$ cat src/rtl/awg_pkg.sv
// ============================================================================
// awg_pkg : shared state encoding, width defaults and LFSR constants for the
//           phase accumulator slice.                        rev 1.0
// ============================================================================
`default_nettype none

package awg_pkg;

   localparam int ACC_W_DEF      = 32;
   localparam int OUT_W_DEF      = 14;
   localparam int FREQ_W_DEF     = 14;
   localparam int PHASE_W_DEF    = 8;
   localparam int FREQ_SHIFT_DEF = 8;

   typedef enum logic [1:0] {
      ST_IDLE = 2'd0,
      ST_RUN  = 2'd1,
      ST_PEND = 2'd2
   } state_t;

   // Right-shifting Galois form of x^16+x^14+x^13+x^11+1
   localparam logic [15:0] LFSR_POLY = 16'hB400;
   localparam logic [15:0] LFSR_SEED = 16'hACE1;

   function automatic logic [15:0] lfsr_next(input logic [15:0] s);
      return {1'b0, s[15:1]} ^ (s[0] ? LFSR_POLY : 16'h0000);
   endfunction

endpackage

`default_nettype wire

$ cat src/rtl/lfsr16.sv
// ============================================================================
// lfsr16 : 16-bit Galois LFSR with synchronous seed load and step enable.
//          Used only for phase dither.                      rev 1.0
// ============================================================================
`default_nettype none

module lfsr16
   import awg_pkg::*;
(
   input  logic        clk,
   input  logic        rst_n,
   input  logic        step,
   input  logic        seed,
   output logic [15:0] lfsr_state
);

   logic [15:0] lfsr_r;

   always_ff @(posedge clk) begin
      if (!rst_n || seed) begin
         lfsr_r <= LFSR_SEED;
      end else if (step) begin
         lfsr_r <= lfsr_next(lfsr_r);
      end
   end

   assign lfsr_state = lfsr_r;

endmodule

`default_nettype wire

$ cat src/rtl/phase_acc.sv
// ============================================================================
// phase_acc : NCO phase accumulator producing the phase count for the
//             waveform stages; freq/phase updates applied at a wrap.
//             Optional dither: define PHASE_DITHER_EN.       rev 1.0
// ============================================================================
`default_nettype none

module phase_acc
   import awg_pkg::*;
#(
   parameter int ACC_W      = ACC_W_DEF,
   parameter int OUT_W      = OUT_W_DEF,
   parameter int FREQ_W     = FREQ_W_DEF,
   parameter int PHASE_W    = PHASE_W_DEF,
   parameter int FREQ_SHIFT = FREQ_SHIFT_DEF
)(
   input  logic               clk,
   input  logic               rst_n,
   input  logic               en,
   input  logic [FREQ_W-1:0]  state_freq,
   input  logic [PHASE_W-1:0] state_phase,
   input  logic               upd_req,
   output logic               upd_ack,
   output logic [OUT_W-1:0]   cnt,
   output logic               cnt_valid,
   output logic               wrap
);

   state_t             state;
   logic [ACC_W-1:0]   acc;
   logic [ACC_W-1:0]   ftw_q;
   logic [ACC_W-1:0]   pend_ftw;
   logic [PHASE_W-1:0] phase_q;
   logic [PHASE_W-1:0] pend_phase;
   logic               req_q;

   logic [ACC_W-1:0]   ftw_in;
   logic [ACC_W-1:0]   acc_new;
   logic [ACC_W-1:0]   trunc_src;
   logic               carry;
   logic               req_edge;
   logic [OUT_W-1:0]   cnt_next;

   assign ftw_in          = ACC_W'(state_freq) << FREQ_SHIFT;
   assign {carry, acc_new} = {1'b0, acc} + {1'b0, ftw_q};
   assign req_edge        = upd_req & ~req_q;

`ifdef PHASE_DITHER_EN
   logic [15:0] lfsr_val;
   logic        lfsr_seed;
   logic        lfsr_step;

   assign lfsr_seed = en && (state == ST_IDLE);
   assign lfsr_step = en && (state != ST_IDLE);

   lfsr16 u_lfsr16 (
      .clk        (clk),
      .rst_n      (rst_n),
      .step       (lfsr_step),
      .seed       (lfsr_seed),
      .lfsr_state (lfsr_val)
   );

   // Dither only perturbs the truncation, never the accumulator itself
   assign trunc_src = acc_new + ACC_W'(lfsr_val);
`else
   assign trunc_src = acc_new;
`endif

   assign cnt_next = trunc_src[ACC_W-1 -: OUT_W] + (OUT_W'(phase_q) << (OUT_W - PHASE_W));

   always_ff @(posedge clk) begin
      if (!rst_n) begin
         state      <= ST_IDLE;
         acc        <= '0;
         ftw_q      <= '0;
         phase_q    <= '0;
         pend_ftw   <= '0;
         pend_phase <= '0;
         req_q      <= 1'b0;
         cnt        <= '0;
         cnt_valid  <= 1'b0;
         wrap       <= 1'b0;
         upd_ack    <= 1'b0;
      end else begin
         req_q   <= upd_req;
         wrap    <= 1'b0;
         upd_ack <= 1'b0;
         if (!en) begin
            state      <= ST_IDLE;
            acc        <= '0;
            pend_ftw   <= '0;
            pend_phase <= '0;
            cnt        <= '0;
            cnt_valid  <= 1'b0;
         end else begin
            case (state)
               ST_RUN, ST_PEND: begin
                  acc       <= acc_new;
                  cnt       <= cnt_next;
                  wrap      <= carry;
                  cnt_valid <= 1'b1;
                  if (state == ST_RUN) begin
                     if (req_edge) begin
                        pend_ftw   <= ftw_in;
                        pend_phase <= state_phase;
                        state      <= ST_PEND;
                     end
                  end else if (carry || (ftw_q == '0)) begin
                     // A request edge landing on the apply cycle is the latest value
                     ftw_q   <= req_edge ? ftw_in      : pend_ftw;
                     phase_q <= req_edge ? state_phase : pend_phase;
                     upd_ack <= 1'b1;
                     state   <= ST_RUN;
                  end else if (req_edge) begin
                     pend_ftw   <= ftw_in;
                     pend_phase <= state_phase;
                  end
               end
               default: begin
                  ftw_q     <= ftw_in;
                  phase_q   <= state_phase;
                  acc       <= '0;
                  cnt       <= '0;
                  cnt_valid <= 1'b0;
                  state     <= ST_RUN;
               end
            endcase
         end
      end
   end

endmodule

`default_nettype wire

$ cat config.mk
export PLATFORM = sky130hd
export DESIGN_NAME = phase_acc
export DESIGN_NICKNAME = d
export VERILOG_FILES = /design/src/rtl/awg_pkg.sv /design/src/rtl/lfsr16.sv /design/src/rtl/phase_acc.sv
export SDC_FILE = /design/constraint.sdc
export NUM_CORES = 1
export LEC_CHECK = 0
export CAP_MARGIN = 25
export CORE_ASPECT_RATIO = 1.25
export CORE_UTILIZATION = 40
export DETAILED_ROUTE_END_ITERATION = 12
export PLACE_DENSITY_LB_ADDON = 0.15
export SLEW_MARGIN = 20
export SYNTH_ARGS = -nofsm -noshare
export SYNTH_HDL_FRONTEND = slang
export SYNTH_HIERARCHICAL = 1
export SYNTH_SLANG_ARGS = --single-unit
$ cat constraint.sdc
create_clock -name clk -period 3.7 [get_ports clk]
set_clock_uncertainty 0.1 [all_clocks]
set_input_delay 0.74 -clock clk [delete_from_list [all_inputs] [get_ports clk]]
set_output_delay 0.74 -clock clk [all_outputs]
set_load 0.005 [all_outputs]
### Word-level counts from Yosys, hierarchy flattened

Index checks and enable logic that the tools add are counted.

* bits in registers: 132
* word-level logic and storage cells: 56

* reduce and logical (&&, ||, !) cells: 11
* eq/ne operators: 8
* $add $sub $neg: 2
* muxes and demuxes: 18
* bitwise operators: 5

Operators with widths (number)
* $mux W32: 6
* $mux W8: 6
* $add A32 B32 Y33: 1
* $logic_not A32 Y1: 1
* $add A14 B14 Y14: 1
* $ne A2 B2 Y1 const B: 4
* $reduce_and A2 Y1: 4
* $mux W2: 3
* $ne A3 B3 Y1 const B: 2
* $reduce_and A3 Y1: 2
* $not A1 Y1: 4
* $reduce_or A4 Y1: 1
* $mux W1: 3
* $eq A2 B1 Y1 const B: 1
* $eq A2 B2 Y1 const B: 1
* $reduce_bool A2 Y1: 1
* $reduce_or A2 Y1: 1
* $and A1 B1 Y1: 1
* $logic_or A1 B1 Y1: 1

### Logic depth before layout (Yosys ltp)

* depth in word-level cells: 6
* mapped depth: 18
* depth with buffers taken out: 18

### Worst setup path before layout

OpenSTA, ideal clock, no wires.

* path kind: reg2reg
* start point: register ftw_q[14]
* end point: register cnt[13]
* period minus slack after synthesis: 3854 ps
* cell stages (with the launch flop): 19
* arrival time: 3627 ps
* buffers on the path: 1
* required time: 3472 ps
* setup slack: -154 ps
* cells stage by stage: dfxtp_1 > ha_1 > buf_2 > a211oi_2 > o21ai_0 > a221oi_2 > nand3_2 > a211o_1 > a31oi_1 > xnor2_1 > ha_1 > a21o_1 > a21oi_1 > nor2b_1 > o21a_1 > o41ai_1 > xnor2_1 > xnor2_1 > nor2_1

* cells in the longest elaborated chain, start to end: 2

RTL lines
* start: declaration: RTL line phase_acc.sv:31 `logic [ACC_W-1:0] ftw_q;`
* start signal: assignment: RTL line phase_acc.sv:111 `ftw_q <= req_edge ? ftw_in : pend_ftw;`
* start signal: assignment: RTL line phase_acc.sv:121 `ftw_q <= ftw_in;`
* $add A32 B32 Y33: RTL line phase_acc.sv:45 `assign {carry, acc_new} = {1'b0, acc} + {1'b0, ftw_q};`
* net acc_new[25]: RTL line phase_acc.sv:38 `logic [ACC_W-1:0] acc_new;`
* $add A14 B14 Y14: RTL line phase_acc.sv:70 `assign cnt_next = trunc_src[ACC_W-1 -: OUT_W] + (OUT_W'(phase_q) << (OUT_W - PHASE_W));`
* end signal: assignment: RTL line phase_acc.sv:100 `cnt <= cnt_next;`
* end: declaration: RTL line phase_acc.sv:24 `output logic [OUT_W-1:0] cnt,`

The timed path passes the listed nets, and every way through them passes these cells.
A chain may end at the register's enable or synchronous reset.

### Final worst setup path

* start point: register ftw_q[0]
* end point: register cnt[13]

The elaborated chain is that of the path after synthesis.

==> impl_metrics.ini <==
[status]
outcome = finished clean

[drt]
drt_iter0_markers = 162
remaining_drc_errors = 0
num_vias = 5115
ant_nets = 0
firstDrtPassIters = 4
finalWirelength_microns = 15600
vias_per_cell = 5.18
wl_per_cell_microns = 15.8

[synth]
synth-edff-count = 0
ys_async_sr_fraction_pct = 0
syn_area_per_cell_sq_um = 9.34
synth.distinct_cells = 59
synth_top_family_by_area = simple AND/OR/NAND/NOR gates
synth-xor-area-share_pct = 4.11
yosys.area_share.simple_pct = 18.6
synthMuxAreaShare_pct = 7.21
yosysWarnings = 6
synth_fp_nets = 754
synth-compound-area-share_pct = 18.2
synth_fa_ha_area_share_pct = 8.85
synth_area_leaders = dfxtp_1 (39%), ha_1 (8.2%), mux2i_1 (7.2%)
ys_seq_area_share_pct = 39.5
synth_top_area_share_pct = 39.5
synth-seq-cells = 126
yosysTopAreaCell = dfxtp_1
syn_area_sq_mm = 0.00639
synth_ff_type = dfxtp_1
syn_inst = 684

[sta]
hold_viol = 0
slew_viol_final = 0
finalSetupViolCount = 0
slew_headroom_pct = 50.9
worst_pin_slew_ns = 0.718
fmax_ghz = 0.274
fin_crit_ns = 3.66
rsz0062_at_grt = yes
holdWs_ns = 0.362
fin_crit_sh_pct = 98.8
setup_tns_ns = 0

[placement]
gp_congestion = 0.879
port_buffers = 42
hpwlAfterDp_microns = 11400
dpl_cell_area_sq_mm = 0.00728

[layout]
mostFrequentLayoutCells = dfxtp_1 (117), nor2_1 (70), buf_4 (52)
design_area_sq_mm = 0.00817
nets = 832
area_delta_synth_final_pct = 27.8
insertedDiodeCount = 0
layout_commonest_cell = dfxtp_1
n_fill_cell = 1478
drive_gt1_share_pct = 19.0

[floorplanning]
ios = 43
die-area_sq_mm = 0.0165
initial_utilization_pct = 41.0
dieWidth_microns = 115
rows = 51
die_h_microns = 143
coreArea_sq_mm = 0.0156

[global_route]
grt_use_total_pct = 20.2
grt_pass1_wl_microns = 25100
grt_pass1_vias = 5059
grt_use_met3_pct = 4.77
antenna_found_initial = 0
grt-busiest-layer = met2
overflow = 0
grt_max_degree = 60
grt_util_met1_pct = 23.7
grt_use_met2_pct = 34.3

[worst_setup_path]
crit_start = ftw_q[0]
crit_top_cell = xnor2_1
crit_chain = ha_4 -> buf_4 -> a211oi_4 -> o211ai_1 -> nand3_1 -> nand3_2 -> a211o_1 -> a31oi_1 -> xnor2_1 -> ha_1 -> a21o_1 -> a21oi_2 -> nor2b_1 -> o21a_1 -> o41ai_2 -> xnor2_1 -> xnor2_1 -> nor2_1
r2r_cells = 18
cp_top_family = compound AO/OA/AOI/OAI gates
path_depth = 18
slowest_stage = dfxtp_2
cp_max_fo = 3
reg2reg_from = ftw_q[0]
endpoint = cnt[13]
endpoint_kind = flop
cp_num_buf_inv = 1
slowest_delay_ns = 0.33
arrival_ns = 3.84
path_class = reg -> reg
crit_path_start_kind = flop
rr_endpoint = cnt[13]
ff2ff_setup_slack_ns = 0.04
critPathRequiredTime_ns = 3.88

[clock_tree]
cts_root_buf = clkbuf_16
cts_tree = built
cts_buffers = 17
clk_latency_ns = 0.42
clock_sinks = 126
clkTransAtPathRegs_ns = 0.06
htree_levels = 4
cts_buffer_depth = 2

[pwr]
power.leakage_nw = 3.65
irDropWorstVdd_v = 0.000256
fin_total_pwr_mw = 3.51
power_density_mw_per_mm2 = 430

[min_path]
min_path_type = reg -> reg
min-delay-start = pend_ftw[22]

[run]
maxCapViolations = 0
==> cells by family (layout without fill, tap and decap cells) <==
kind of cell / count (synthesis) / count (layout)
and+or+nand+nor: 240 / 240
AOI/OAI and AO/OA: 154 / 154
DFF: 126 / 126
muxes: 46 / 46
adders and majority gates: 44 / 44
buffers and inverters: 44 / 135
xor gates and xnor gates: 30 / 30
==> stage by stage <==
| stage | utilization (%) | setup WS (ns) | std cells |
|---|---|---|---|
| after floorplan | - | -0.0507 | 684 |
| after global placement | 46.8 | -0.125 | 951 |
| after detailed placement | 46.8 | -0.196 | 951 |
| after CTS | 51.1 | 0.000872 | 984 |
| after global routing | 52.5 | -0.216 | 987 |
| final | 52.5 | 0.0445 | 987 |
==> registers in the layout, indices dropped and copies added, names as in the netlist, 2 cells and up <==
| register | count |
|---|---|
| acc | 26 |
| cnt | 14 |
| ftw_q | 32 |
| pend_ftw | 32 |
| pend_phase | 8 |
| phase_q | 8 |
| state | 2 |
==> final cells by class <==
type,instances,area [sq um],share of cell area [%]
sequential,126,2540,31.1
clock buffer,19,453,5.55
multi-input combinational,514,3880,47.5
timing repair buffer,96,842,10.3
clock inverter,13,165,2.02
inverter,7,26.3,0.322
tap,212,265,3.25
==> Yosys cell counts (all sizes together), types with 2 or more instances <==
cell type,n
a31oi,6
nor3,10
xor2,11
o21bai,5
a21boi,19
fa,2
nand4,4
nand2b,25
nor2b,3
mux2i,46
nor2,72
o211ai,5
nor4,10
inv,7
clkbuf,19
a21o,21
a21bo,2
and2,30
nand2,45
buf,18
a21oi,30
or2,4
or3,2
o21ai,20
o21a,4
a211oi,8
xnor2,19
ha,42
o211a,22
and3,3
o41ai,2
dfxtp,126
nand3,27
==> per-layer routing <==
metal / up-vias / share of wire [%]
li1: 2579 / -
met1: 2437 / 45
met2: 74 / 50
met3: 25 / 2.8
met4: 0 / 2.9
met5: - / 0
==> power by group <==
group          total, mW  internal (mW)  switching, mW
registers           1.42           1.39         0.0284
logic              0.359          0.174          0.185
clock network       1.73           1.09          0.634
total               3.51           2.66          0.847
==> worst register-to-register path: cells and delay by family (launching register included) <==
| family | cells | cell delay (ns) |
|---|---|---|
| and+or+nand+nor | 4 | 0.36 |
| AOI/OAI and AO/OA | 8 | 1.68 |
| buffers and inverters | 1 | 0.14 |
| xor gates and xnor gates | 3 | 0.50 |
| adders and majority gates | 2 | 0.43 |
| DFF | 1 | 0.33 |
==> worst min-delay path by stage <==
| stage | end | slack, ns | depth (start not counted) |
|---|---|---|---|
| after detailed placement | pend_ftw[5] | 0.34 | 1 |
| final | pend_ftw[22] | 0.36 | 1 |
| after global placement | pend_ftw[26] | 0.34 | 1 |
| after CTS | pend_ftw[3] | 0.36 | 1 |
| after global routing | pend_ftw[2] | 0.37 | 1 |
| after floorplan | pend_ftw[22] | 0.33 | 1 |
==> timing repair <==
action                     CTS  global route
setup buffers                1             3
pin swaps                    7            15
hold buffers                 0             0
setup endpoints to repair    2             3
gates resized for setup     12            42
Power figures use the tool's default switching activity.
